$ cat config.mk
export PLATFORM = sky130hd
export DESIGN_NAME = btu_detranspose
export DESIGN_NICKNAME = d
export VERILOG_FILES = /design/src/rtl/btu_pkg.sv /design/src/rtl/btu_detranspose.sv
export SDC_FILE = /design/constraint.sdc
export NUM_CORES = 1
export LEC_CHECK = 0
export ABC_AREA = 0
export BUFFER_PORTS_ARGS = -buffer_cell sky130_fd_sc_hd__buf_2
export CAP_MARGIN = 10
export CORE_ASPECT_RATIO = 0.5
export CORE_MARGIN = 4
export CORE_UTILIZATION = 30
export DETAILED_ROUTE_END_ITERATION = 10
export PLACE_DENSITY_LB_ADDON = 0.2
export SYNTH_ARGS = -nofsm -noshare
export SYNTH_HDL_FRONTEND = slang
export SYNTH_SLANG_ARGS = --single-unit
$ cat constraint.sdc
create_clock -name clk -period 4.3 [get_ports clk]
set_clock_uncertainty 0.2 [all_clocks]
set_input_delay 0.86 -clock clk [delete_from_list [all_inputs] [get_ports clk]]
set_output_delay 0.86 -clock clk [all_outputs]
set_load 0.05 [all_outputs]
$ cat src/rtl/btu_pkg.sv
// Shared constants, FSM state type and row-count rule for the bit transpose unit pair.
// Both the transposer and btu_detranspose call btu_num_rows() so the two ends agree.
package btu_pkg;

    localparam int NUM_WORDS  = 32;
    localparam int DATA_WIDTH = 32;
    localparam int N_WIDTH    = 4;
    localparam int ROW_CNT_W  = 6;   // holds 0..32 planes
    localparam int WORD_IDX_W = 5;

    typedef enum logic [1:0] {
        DT_IDLE    = 2'd0,
        DT_COLLECT = 2'd1,
        DT_EMIT    = 2'd2
    } btu_dt_state_t;

    // Wide elements (n>=9) travel as 2n planes, narrow ones as 4n planes.
    function automatic logic [ROW_CNT_W-1:0] btu_num_rows(input logic [N_WIDTH-1:0] n);
        logic [ROW_CNT_W-1:0] r;
        if (n >= 4'd9) r = {1'b0, n, 1'b0};
        else           r = {n, 2'b00};
        return r;
    endfunction

endpackage

$ cat src/rtl/btu_detranspose.sv
// Receive-side inverse of the bit transpose unit: collects R bit-plane rows into a
// 32x32 plane buffer, then emits the 32 reconstructed words one per handshake.
module btu_detranspose
    import btu_pkg::*;
#(
    parameter int NUM_WORDS  = btu_pkg::NUM_WORDS,
    parameter int DATA_WIDTH = btu_pkg::DATA_WIDTH,
    parameter int N_WIDTH    = btu_pkg::N_WIDTH
) (
    input  logic                  clk,
    input  logic                  rst_n,
    input  logic                  hdr_valid,
    output logic                  hdr_ready,
    input  logic [N_WIDTH-1:0]    hdr_n,
    input  logic                  row_valid,
    output logic                  row_ready,
    input  logic [NUM_WORDS-1:0]  row_data,
    input  logic                  row_last,
    output logic                  word_valid,
    input  logic                  word_ready,
    output logic [DATA_WIDTH-1:0] word_data,
    output logic [4:0]            word_idx,
    output logic                  word_last,
    output logic                  row_err
);

    btu_dt_state_t         state_q;
    logic [ROW_CNT_W-1:0]  rows_q;
    logic [ROW_CNT_W-1:0]  row_cnt_q;
    logic [WORD_IDX_W-1:0] word_cnt_q;
    logic                  row_err_q;
    logic [NUM_WORDS-1:0]  plane_q [DATA_WIDTH];

    logic                  hdr_hs, row_hs, word_hs;
    logic                  last_row;
    logic [ROW_CNT_W-1:0]  rows_d;

    assign hdr_ready  = (state_q == DT_IDLE);
    assign row_ready  = (state_q == DT_COLLECT);
    assign word_valid = (state_q == DT_EMIT);

    assign hdr_hs  = hdr_valid  && hdr_ready;
    assign row_hs  = row_valid  && row_ready;
    assign word_hs = word_valid && word_ready;

    assign rows_d   = btu_num_rows(hdr_n);
    assign last_row = (row_cnt_q == (rows_q - 6'd1));

    always_ff @(posedge clk or negedge rst_n) begin
        if (!rst_n) begin
            state_q    <= DT_IDLE;
            rows_q     <= '0;
            row_cnt_q  <= '0;
            word_cnt_q <= '0;
            row_err_q  <= 1'b0;
        end else begin
            row_err_q <= 1'b0;
            unique case (state_q)
                DT_IDLE: begin
                    if (hdr_hs) begin
                        rows_q     <= rows_d;
                        row_cnt_q  <= '0;
                        word_cnt_q <= '0;
                        state_q    <= (rows_d == '0) ? DT_EMIT : DT_COLLECT;
                    end
                end
                DT_COLLECT: begin
                    if (row_hs) begin
                        row_cnt_q <= row_cnt_q + 6'd1;
                        // row_last is advisory only: it flags errors but never ends collection
                        row_err_q <= (row_last != last_row);
                        if (last_row) state_q <= DT_EMIT;
                    end
                end
                DT_EMIT: begin
                    if (word_hs) begin
                        word_cnt_q <= word_cnt_q + 5'd1;
                        if (word_cnt_q == 5'd31) state_q <= DT_IDLE;
                    end
                end
                default: state_q <= DT_IDLE;
            endcase
        end
    end

    // Plane buffer has no reset; the clear on header acceptance zeroes planes >= R.
    always_ff @(posedge clk) begin
        if (hdr_hs) begin
            for (int r = 0; r < DATA_WIDTH; r++) plane_q[r] <= '0;
        end else if (row_hs) begin
            plane_q[row_cnt_q[4:0]] <= row_data;
        end
    end

    always_comb begin
        word_data = '0;
        for (int r = 0; r < DATA_WIDTH; r++) word_data[r] = plane_q[r][word_cnt_q];
    end

    assign word_idx  = word_cnt_q;
    assign word_last = (word_cnt_q == 5'd31);
    assign row_err   = row_err_q;

endmodule

==> results of run 1 <==
## state kept, by name, indices dropped and copies added, names as in the netlist
| register | flops |
|---|---|
| state_q | 2 |
| row_err | 1 |
| word_idx | 5 |
| rows_q | 5 |
| plane_q | 1024 |
| row_cnt_q | 6 |
## layout make-up
cell class	instances	area (sq um)
clock inverters	54	493
repair buffers	257	2130
multi-input cells	1619	14700
inverters	9	33.8
well taps	2080	2600
clock buffers	142	2860
flip-flops and latches	1043	31200
fillers	14700	101000
diodes	11	27.5
## cells in the mapped netlist, types with 2 or more instances
master | number | area share
nand3b_1 | 4 | 0.00064
mux2i_1 | 4 | 0.00085
clkbuf_2 | 43 | 0.0046
ha_1 | 7 | 0.0019
or3_1 | 5 | 0.00066
mux4_2 | 241 | 0.12
nor2_2 | 20 | 0.0027
nor2b_1 | 4 | 0.00053
clkbuf_4 | 2 | 0.00032
inv_1 | 9 | 0.00072
and3b_1 | 2 | 0.00037
nor3_1 | 4 | 0.00043
nand2_4 | 2 | 0.00048
dfrtp_1 | 19 | 0.010
xnor2_1 | 4 | 0.00074
buf_2 | 60 | 0.0064
mux4_1 | 15 | 0.0084
xor2_1 | 2 | 0.00037
buf_4 | 3 | 0.00048
buf_6 | 24 | 0.0057
nand4_1 | 2 | 0.00027
a22o_1 | 5 | 0.00093
edfxtp_1 | 1024 | 0.65
nor2_1 | 16 | 0.0013
a21oi_1 | 5 | 0.00053
nor2_4 | 4 | 0.00096
o21ai_0 | 45 | 0.0048
clkbuf_1 | 164 | 0.013
and2_1 | 1024 | 0.14
nor4_2 | 3 | 0.00080
nor4_1 | 29 | 0.0039
nand2_1 | 20 | 0.0016
or3b_1 | 2 | 0.00037
o22ai_1 | 128 | 0.017
nand3_1 | 7 | 0.00074
## metrics by stage
step           area [sq um]  total power [mW]  TNS (ns)
2_1_floorplan         47100              17.4   -108.67
3_3_place_gp          50500              19.2         0
3_5_place_dp          50500              19.3         0
4_1_cts               54000              28.6  -0.00728
5_1_grt               54000              29.4         0
6_report              54000              28.3         0
## path summary, 6_finish.rpt
check	startpoint	to	slack [ns]	cells past startpoint
max	word_idx[2]	word_data[1]	0.12	6
min	row_last	row_err	0.21	3
max reg2reg	state_q[1]	plane_q[30][21]	1.25	4
min reg2reg	row_cnt_q[5]	row_cnt_q[5]	0.31	1
max in group asynchronous	rst_n	word_idx[3]	2.90	2
min in group asynchronous	rst_n	word_idx[2]	0.54	2
## power breakdown
group | switching [mW] | leakage [nW] | total (mW) | internal [mW]
Sequential | 0.459 | 10.1 | 13.8 | 13.4
Clock | 4.05 | 1.64 | 9.19 | 5.15
Combinational | 3.40 | 6.55 | 5.22 | 1.82
## per-layer routing
| layer | vias up | track usage | wire length, um |
|---|---|---|---|
| li1 | 11200 | - | - |
| met1 | 13600 | 0.236 | 60300 |
| met2 | 873 | 0.286 | 68500 |
| met3 | 179 | 0.0315 | 9930 |
| met4 | 0 | 0.0407 | 3240 |
| met5 | - | 0 | 0 |
## cells by family (layout without fill, tap and decap cells)
logic type / Yosys count / after routing / synth area share
other cells: 0 / 11 / 0
fa+ha+maj: 7 / 7 / 0.00186
compound gates: 190 / 190 / 0.0246
xor+xnor: 6 / 6 / 0.00112
buf+inv: 307 / 462 / 0.0317
mux: 261 / 261 / 0.125
simple gates: 1155 / 1155 / 0.153
flops: 1043 / 1043 / 0.663
## worst reg2reg max path: cells and delay by family, from the launching register on
kind / cells / cell delay (ns)
AOI/OAI and AO/OA: 1 / 0.89
buffers and inverters: 1 / 0.25
DFF: 1 / 0.54
and+or+nand+nor: 2 / 0.89
## what timing repair did
action,in CTS,in global routing
hold endpoints to repair,19,0
setup buffers,2,1
endpoints found under the setup margin,20,10
cloned,1,0
resized for setup,19,2
hold buffers,1,0
==> out/qor.yml, run 1 <==
critical_path:
  cp-start-kind: "register"
  cp_top_family: "buffers and inverters"
  cpPeakStageDelay_ns: 0.62
  crit_path_max_fanout: 32
  critical_path_class: "reg2out"
  crit_path_end_kind: "output port"
  critical_path_required_ns: 3.24
  crit_slowest_cell: "dfrtp_4"
  crit_buf_inv: 3
  worst-endpoint-arrival_ns: 3.12
  path_cells: "buf_12, buf_6, mux4_2, o22ai_1, nor4_1, buf_2"
timing:
  fin_crit_ns: 4.18
  finalHoldViolCount: 0
  rsz0062_at_grt: "false"
  whs_ns: 0.209
  relSlewSlack: 0.149
  final_max_slew_viol_count: 0
  worstMarginPinSlew_ns: 1.28
  finalSetupViolCount: 0
  fmax_ghz: 0.239
  min_period_over_period: 0.972
  finalWorstSetupSlack_ns: 0.122
drt:
  vias: 25800
  drt_wl_total_mm: 142
  routed_via_density: 4.95
  dr.pass1.iters: 6
  antenna_left: 0
  avgRoutedWirePerCell_um: 27.2
  drtIter0Drc: 3266
  drc: 0
clock_tree:
  cts_made_buffers: 106
  cts_tree: "built"
  ctsHtreeMaxLevel: 3
  cts-root-buf: "clkbuf_16"
  ctsLongestPathBuffers: 3
  clock_latency_ns: 0.72
  cts_sinks: 1043
  clk_pin_slew_ns: 0.06
floorplanning:
  core_sq_mm: 0.155
  start_util: 0.303
  die_height_um: 288
  die_area_sq_mm: 0.164
  die_width_um: 568
  rows: 102
  ios: 84
status:
  status: "complete, no violations"
global_route:
  grt.total_usage: 0.172
  grt_pass1_vias: 26200
  grt_overflow: 0
  grt_pass1_wl_mm: 200
  antenna_found_initial: 35
  grt_max_degree: 62
place:
  finalWeightedCongestion: 0.742
  dp_hpwl_mm: 80.1
  io_buffer_count: 83
  placed_cells: 5003
  place_ws_ns: 0.370
synth:
  async_flop_share: 0.0182
  synth_nets: 3018
  seq_area_frac_synth: 0.663
  postSynthAreaPerCell_sq_um: 15.9
  syn_inst: 2969
  ys_seq_elements: 1043
  yosys_warnings: 0
  yosysUniqueCellTypes: 52
  ys.flop_type: "edfxtp_1"
  synth-edff-count: 1024
  netlist_area_sq_mm: 0.0471
cells_and_area:
  instances_no_fill: 5215
  nets: 3085
  drive_gt1_frac: 0.233
  final_util: 0.348
  syn2layout_area_growth_pct: 14.8
  final_cell_mix: "1024 x and2_1, 1024 x edfxtp_1, 241 x mux4_2"
pwr:
  p_leak_nw: 18.3
  power_density_mw_per_mm2: 523
  vdd_ir_drop_max_mv: 0.310
run:
  maxCapViolCount: 0
min_path:
  hold_path.class: "in2reg"
(Power assumes the default switching activity.)
==> run 2: changes to the inputs <==
--- a/config.mk
+++ b/config.mk
@@ -12,7 +12,7 @@
 export CORE_MARGIN = 4
 export CORE_UTILIZATION = 30
 export DETAILED_ROUTE_END_ITERATION = 10
-export PLACE_DENSITY_LB_ADDON = 0.2
+export PLACE_DENSITY = 0.54
 export SYNTH_ARGS = -nofsm -noshare
 export SYNTH_HDL_FRONTEND = slang
 export SYNTH_SLANG_ARGS = --single-unit
==> run 2 against run 1 <==
  * Flip-flop and latch count stayed put
  * Wire length is 4.2% lower
  * Largest cell class unchanged
  * Critical endpoint is now word_data[0]
  * Sequential share of layout area is 0.31 points higher
  * Fmax is 0.35% lower
==> out/qor.yml, run 2 (synthesis gave the netlist of run 1 again) <==
pwr:
  p_sw_mw: 7.72  # -2.4%
  switching_share: 0.278  # -0.00147
  internal_power_mw: 20.0  # -1.6%
  vdd_ir_drop_max_mv: 0.316  # +1.9%
  power_density_mw_per_mm2: 516  # -1.3%
  p_leak_nw: 18.1  # -0.62%
  clkPwrFrac: 0.319  # -0.006
  pwr-share-comb: 0.180  # -0.005
  p_total_mw: 27.7  # -1.8%
  p_seq_frac: 0.501  # +0.011
critical_path:
  crit_path_end_kind: "output port"
  cp-start-kind: "register"
  critical_path_required_ns: 3.24  # about the same
  critical_path_class: "reg2out"
  worst-endpoint-arrival_ns: 3.13  # about the same
  crit_path_max_fanout: 24  # -25%
drt:
  dr.pass1.iters: 5  # -1
  routed_via_density: 5.00  # +0.99%
  avgRoutedWirePerCell_um: 26.1  # -4.2%
  drc: 0  # unchanged
  vias: 26100  # +1.1%
  antenna_left: 0  # unchanged
  drt_wl_total_mm: 136  # -4.2%
  drtIter0Drc: 3397  # +4.0%
cells_and_area:
  largest_registers: "plane_q x1024, row_cnt_q x6"
  syn2layout_area_growth_pct: 14.1
  final_cell_mix: "1024 x and2_1, 1024 x edfxtp_1, 241 x mux4_2"
  nets: 3085  # unchanged
  regMostFlops: "plane_q"
  instances_no_fill: 5220  # +0.096%
  largest_reg_flops: 1024  # unchanged
  drive_gt1_frac: 0.231  # -0.00256
  nFillCells: 14700  # +0.38%
place:
  placed_cells: 4997  # -0.12%
  finalWeightedCongestion: 0.769  # +3.6%
  dp_hpwl_mm: 78.6  # -1.8%
  io_buffer_count: 83  # unchanged
timing:
  finalSetupViolCount: 0  # unchanged
  final_max_slew_viol_count: 0  # unchanged
  relSlewSlack: 0.244  # +0.0948
  fin_crit_ns: 4.19  # +0.0145 ns
  rsz0062_at_grt: "false"
  worstMarginPinSlew_ns: 1.13  # -0.142 ns
  finalHoldViolCount: 0  # unchanged
  min_period_over_period: 0.975  # +0.00338
  fmax_ghz: 0.239  # -0.35%
clock_tree:
  clk_pin_slew_ns: 0.06  # about the same
  ctsHtreeMaxLevel: 3  # unchanged
  cts_tree: "built"
  cts_sinks: 1043  # unchanged
  clock_latency_ns: 0.69  # -0.03 ns
  cts-root-buf: "clkbuf_16"
  ctsLongestPathBuffers: 3  # unchanged
  cts_made_buffers: 106  # unchanged
floorplanning:
  start_util: 0.303  # unchanged
  die_width_um: 568  # unchanged
  die_height_um: 288  # unchanged
  rows: 102  # unchanged
  core_sq_mm: 0.155  # unchanged
  die_area_sq_mm: 0.164  # unchanged
  ios: 84  # unchanged
global_route:
  grt_pass1_wl_mm: 194  # -3.3%
  grt_pass1_vias: 26100  # -0.37%
  antenna_found_initial: 30  # -14%
  grt_max_degree: 55  # -11%
  grt.total_usage: 0.164  # -0.00852
  grt_overflow: 0  # unchanged
run:
  maxCapViolCount: 0  # unchanged
status:
  status: "complete, no violations"
min_path:
  hold_path.class: "in2reg"
[run 2: changes by cell type in the layout (fill, tap and decap cells not counted), moves of 4 or more]
cell	previous run	this run
buf_12	22	13
nor4_2	7	11
buf_4	152	159
diode_2	11	16
bufinv_16	8	3
clkbuf_1	30	38
[run 2: repair_timing]
action | 4_1_cts | 5_1_grt
hold endpoints to repair | 19 | 0
pin swaps | 0 | 0
hold buffers | 1 | 0
endpoints found under the setup margin | 30 | 7
resized for setup | 12 | 4
cloned | 0 | 1
buffers inserted | 9 | 0
[run 2: through the flow]
stage	TNS (ns)	utilization	hold slack [ns]	worst slack, ns	area, sq um
floorplan	-108.67	-	0.272	-0.399	47100
global placement	0	0.323	0.302	0.330	50200
detailed placement	0	0.323	0.305	0.320	50200
CTS	0	0.346	0.185	0.000121	53700
global route	0	0.346	0.195	0.000836	53700
finish	0	0.346	0.223	0.107	53800
[run 2: worst paths after layout]
kind / startpoint / cells past startpoint / end / slack, ns
max in group asynchronous: rst_n / 2 / word_idx[2] / 2.92
min in group asynchronous: rst_n / 2 / rows_q[3] / 0.53
max: word_idx[0] / 7 / word_data[0] / 0.11
min reg2reg: row_cnt_q[5] / 1 / row_cnt_q[5] / 0.31
max reg2reg: state_q[0] / 5 / plane_q[0][6] / 1.23
min: row_last / 3 / row_err / 0.22
[run 2: area by class of cell]
cell class | count | area, sq um | share of cell area
antenna | 16 | 40.0 | 0.000745
inverter | 9 | 33.8 | 0.000628
timing repair buffer | 257 | 1990 | 0.0371
tap | 2080 | 2600 | 0.0484
clock buffer | 152 | 2940 | 0.0547
multi-input combinational | 1619 | 14600 | 0.272
clock inverter | 44 | 313 | 0.00582
sequential | 1043 | 31200 | 0.581
[run 2: power by group through the flow]
| stage | clock (mW) | combinational [mW] | sequential [mW] |
|---|---|---|---|
| 2_1_floorplan | 0 | 3.44 | 14.0 |
| 3_3_place_gp | 0 | 4.89 | 14.0 |
| 3_5_place_dp | 0 | 4.99 | 14.1 |
| 4_1_cts | 8.99 | 5.05 | 13.9 |
| 5_1_grt | 9.43 | 5.35 | 14.0 |
| 6_report | 8.85 | 4.99 | 13.9 |
[run 2: worst max-delay path, cell delays in order, from the launching register on]
cell     delay (ns)
dfrtp_4        0.60
buf_16         0.23
buf_16         0.22
buf_4          0.18
mux4_2         0.34
o22ai_1        0.08
nor4_1         0.38
buf_2          0.35
[run 2: per-layer routing]
layer / up-vias / share of wire / track usage
met4: 2 / 0.019 / 0.0368
met5: - / 0.00012 / 0
met3: 177 / 0.077 / 0.0280
li1: 11200 / - / -
met2: 1006 / 0.47 / 0.265
met1: 13700 / 0.43 / 0.232
==> run 3: changes to the inputs <==
--- a/config.mk
+++ b/config.mk
@@ -5,7 +5,7 @@
 export SDC_FILE = /design/constraint.sdc
 export NUM_CORES = 1
 export LEC_CHECK = 0
-export ABC_AREA = 0
+export ABC_AREA = 1
 export BUFFER_PORTS_ARGS = -buffer_cell sky130_fd_sc_hd__buf_2
 export CAP_MARGIN = 10
 export CORE_ASPECT_RATIO = 0.5
==> run 3 against run 2 <==
  * Highest routed layer unchanged
  * Flip-flop and latch count stayed put
  * Non-clock buffer count down 1
  * Clock-buffer cell count fell by 15
  * Worst hold slack worse by 0.012 ns
  * Global-route usage rose by 1.8 points
  * Setup slack gained 0.036 ns
  * First-iteration DRC count up 20%
  * Via count grew 34%
  * Largest cell class unchanged
  * Synthesized cell count rose by 60%
  * Sequential share of layout area is essentially flat
==> out/qor.yml, run 3 <==
status:
  status: "complete, no violations"
drt:
  drtIter0Drc: 4070  # +20%
  vias: 35100  # +34%
  routed_via_density: 5.10  # +2.0%
  dr.pass1.iters: 5  # unchanged
  antenna_left: 0  # unchanged
  drc: 0  # unchanged
  avgRoutedWirePerCell_um: 22.4  # -14%
  drt_wl_total_mm: 154  # +13%
cells_and_area:
  syn2layout_area_growth_pct: 14.4
  final_cell_mix: "1298 x nor2_1, 1024 x edfxtp_1, 520 x nor3_1"
  largest_registers: "plane_q x1024, row_cnt_q x6"
  final_common_cell: "nor2_1"
  instances_no_fill: 6878  # +32%
  regMostFlops: "plane_q"
  largest_reg_flops: 1024  # unchanged
  nFillCells: 15600  # +6.3%
  drive_gt1_frac: 0.0951  # -0.136
  nets: 4760  # +54%
synth:
  netlist_area_sq_mm: 0.0470  # -0.13%
  postSynthAreaPerCell_sq_um: 9.87  # -38%
  yosysUniqueCellTypes: 28  # -46%
  synth_common_cells: "1298 x nor2_1, 1024 x edfxtp_1, 520 x nor3_1, 399 x nand2_1, 321 x clkbuf_1"
  seq_area_frac_synth: 0.664  # +0.000882
  async_flop_share: 0.0182  # unchanged
  yosys-top-cells-area: "edfxtp_1 65%, nor2_1 10%, nor3_1 5.5%, nand2_1 3.2%, o21ai_0 2.9%"
  synth-edff-count: 1024  # unchanged
  yosys_warnings: 0  # unchanged
  ys_seq_elements: 1043  # unchanged
  synth_top_area_share: 0.654  # +0.000869
  ys.flop_type: "edfxtp_1"
  synth.largest_area_cell: "edfxtp_1"
  syn_inst: 4763  # +60%
  synth.most_common_cell: "nor2_1"
  synth_nets: 4812  # +59%
floorplanning:
  die_width_um: 568  # about the same
  die_height_um: 288  # about the same
  core_sq_mm: 0.155  # about the same
  ios: 84  # unchanged
  rows: 102  # unchanged
  start_util: 0.303  # about the same
  die_area_sq_mm: 0.164  # -0.13%
pwr:
  p_sw_mw: 9.80  # +27%
  internal_power_mw: 20.6  # +3.0%
  switching_share: 0.322  # +0.0438
  p_seq_frac: 0.461  # -0.040
  vdd_ir_drop_max_mv: 0.342  # +8.3%
  p_leak_nw: 20.4  # +13%
  clkPwrFrac: 0.309  # -0.010
  pwr-share-comb: 0.230  # +0.050
  power_density_mw_per_mm2: 566  # +9.6%
clock_tree:
  clk_pin_slew_ns: 0.06  # about the same
  cts_made_buffers: 107  # +0.94%
  cts_sinks: 1043  # unchanged
  clock_latency_ns: 0.70  # about the same
  cts-root-buf: "clkbuf_16"
  cts_tree: "built"
  ctsLongestPathBuffers: 3  # unchanged
  ctsHtreeMaxLevel: 3  # unchanged
run:
  maxCapViolCount: 0  # unchanged
timing:
  fin_crit_ns: 4.16  # -0.0356 ns
  final_max_slew_viol_count: 0  # unchanged
  relSlewSlack: 0.217  # -0.0264
  worstMarginPinSlew_ns: 1.17  # +0.0395 ns
  min_period_over_period: 0.967  # -0.00828
  fmax_ghz: 0.241  # +0.86%
  fin_setup_tns_ns: 0  # unchanged
  finalSetupViolCount: 0  # unchanged
  finalHoldViolCount: 0  # unchanged
  finalWorstSetupSlack_ns: 0.143  # +0.0356 ns
  rsz0062_at_grt: "false"
min_path:
  holdPathStages: 4  # +1
  hold_path.class: "in2reg"
critical_path:
  cpPeakStageDelay_ns: 0.70  # +0.10 ns
  critical_path_class: "reg2out"
  worst-endpoint-arrival_ns: 3.10  # -0.03 ns
  crit_path_max_fanout: 65  # +170%
  crit_path_end_kind: "output port"
  path_cells: "buf_6, a21oi_1, o21ai_0, nand2_1, nand3_1, nand3_1, nand2_1, buf_2"
  critical_path_required_ns: 3.24  # about the same
  reg2reg_depth: 7  # +2
  crit_slowest_cell: "dfrtp_4"
  cp-start-kind: "register"
global_route:
  grt_overflow: 0  # unchanged
  antenna_found_initial: 5  # -83%
  grt_max_degree: 135  # +150%
  grt_pass1_vias: 33300  # +27%
  grt.total_usage: 0.182  # +0.0180
  grt_pass1_wl_mm: 223  # +15%
place:
  dp_hpwl_mm: 80.4  # +2.4%
  finalWeightedCongestion: 0.793  # +3.2%
  place_ws_ns: 0.730  # +0.410 ns
  placed_cells: 6676  # +34%
  io_buffer_count: 83  # unchanged
==> run 3: cell types whose count changed after synthesis, sizes merged, moves of 225 or more <==
cell	previous run	this run
mux4	256	0
inv	9	323
nor2	40	1302
nor3	4	520
o21ai	45	270
a21oi	5	262
and2	1024	0
nand2	22	401
==> run 3: cell families after synthesis <==
kind of cell    share of synthesized area
fa+ha+maj                         0.00186
xor+xnor                         0.000373
buf+inv                            0.0625
compound gates                     0.0575
simple gates                        0.214
flops                               0.664
==> run 3: worst paths after layout <==
kind,start,to,slack [ns]
max in group asynchronous,rst_n,word_idx[0],3.06
worst min-delay path,row_last,row_err,0.21
worst min register to register,rows_q[5],rows_q[5],0.36
worst max-delay path,word_idx[1],word_data[7],0.14
worst max register to register,state_q[1],plane_q[8][31],1.18
min in group asynchronous,rst_n,row_err,0.46
==> run 3: power groups by stage <==
stage | clock network [mW] | registers, mW | logic (mW)
floorplan | 0 | 14.1 | 4.44
global placement | 0 | 14.2 | 6.77
detailed placement | 0 | 14.2 | 6.86
CTS | 9.51 | 14.0 | 6.88
global route | 9.93 | 14.2 | 7.61
finish | 9.39 | 14.0 | 7.00
==> run 3: stage by stage <==
stage / utilization / power [mW] / hold slack, ns / cell area (sq um)
CTS: 0.346 / 30.4 / 0.164 / 53700
detailed placement: 0.323 / 21.1 / 0.328 / 50200
global route: 0.347 / 31.7 / 0.187 / 53800
finish: 0.347 / 30.4 / 0.211 / 53800
global placement: 0.323 / 20.9 / 0.330 / 50200
floorplan: - / 18.5 / 0.274 / 47000
==> run 3: cell type report <==
class	count	area [sq um]	area share
clock inverter	58	604	0.0112
clock buffer	137	2850	0.0531
multi-input combinational	2978	12900	0.240
inverter	325	1260	0.0235
antenna	1	2.50	0.0000465
tap	2080	2600	0.0484
sequential	1043	31200	0.581
timing repair buffer	256	2320	0.0432
==> run 3: critical path: cells and delay by family, from the launching register on <==
kind	cells	cell delay [ns]
AND/OR/NAND/NOR	4	0.50
flip-flops	1	0.70
buffers and inverters	2	0.92
AO/OA/AOI/OAI	2	0.21
==> run 3: what timing repair did <==
item / 4_1_cts / 5_1_grt
setup buffers: 0 / 3
hold buffers: 1 / 0
endpoints found under the hold margin: 19 / 0
resized for setup: 4 / 8
gates cloned: 0 / 2
pin swaps: 1 / 1
endpoints found under the setup margin: 3 / 26
==> run 3: metal layers <==
layer	up-vias	global-route usage	wire, um
met5	-	0	41
met1	17400	0.252	66500
met4	6	0.0458	3720
li1	15900	-	-
met3	244	0.0255	11600
met2	1447	0.301	72300
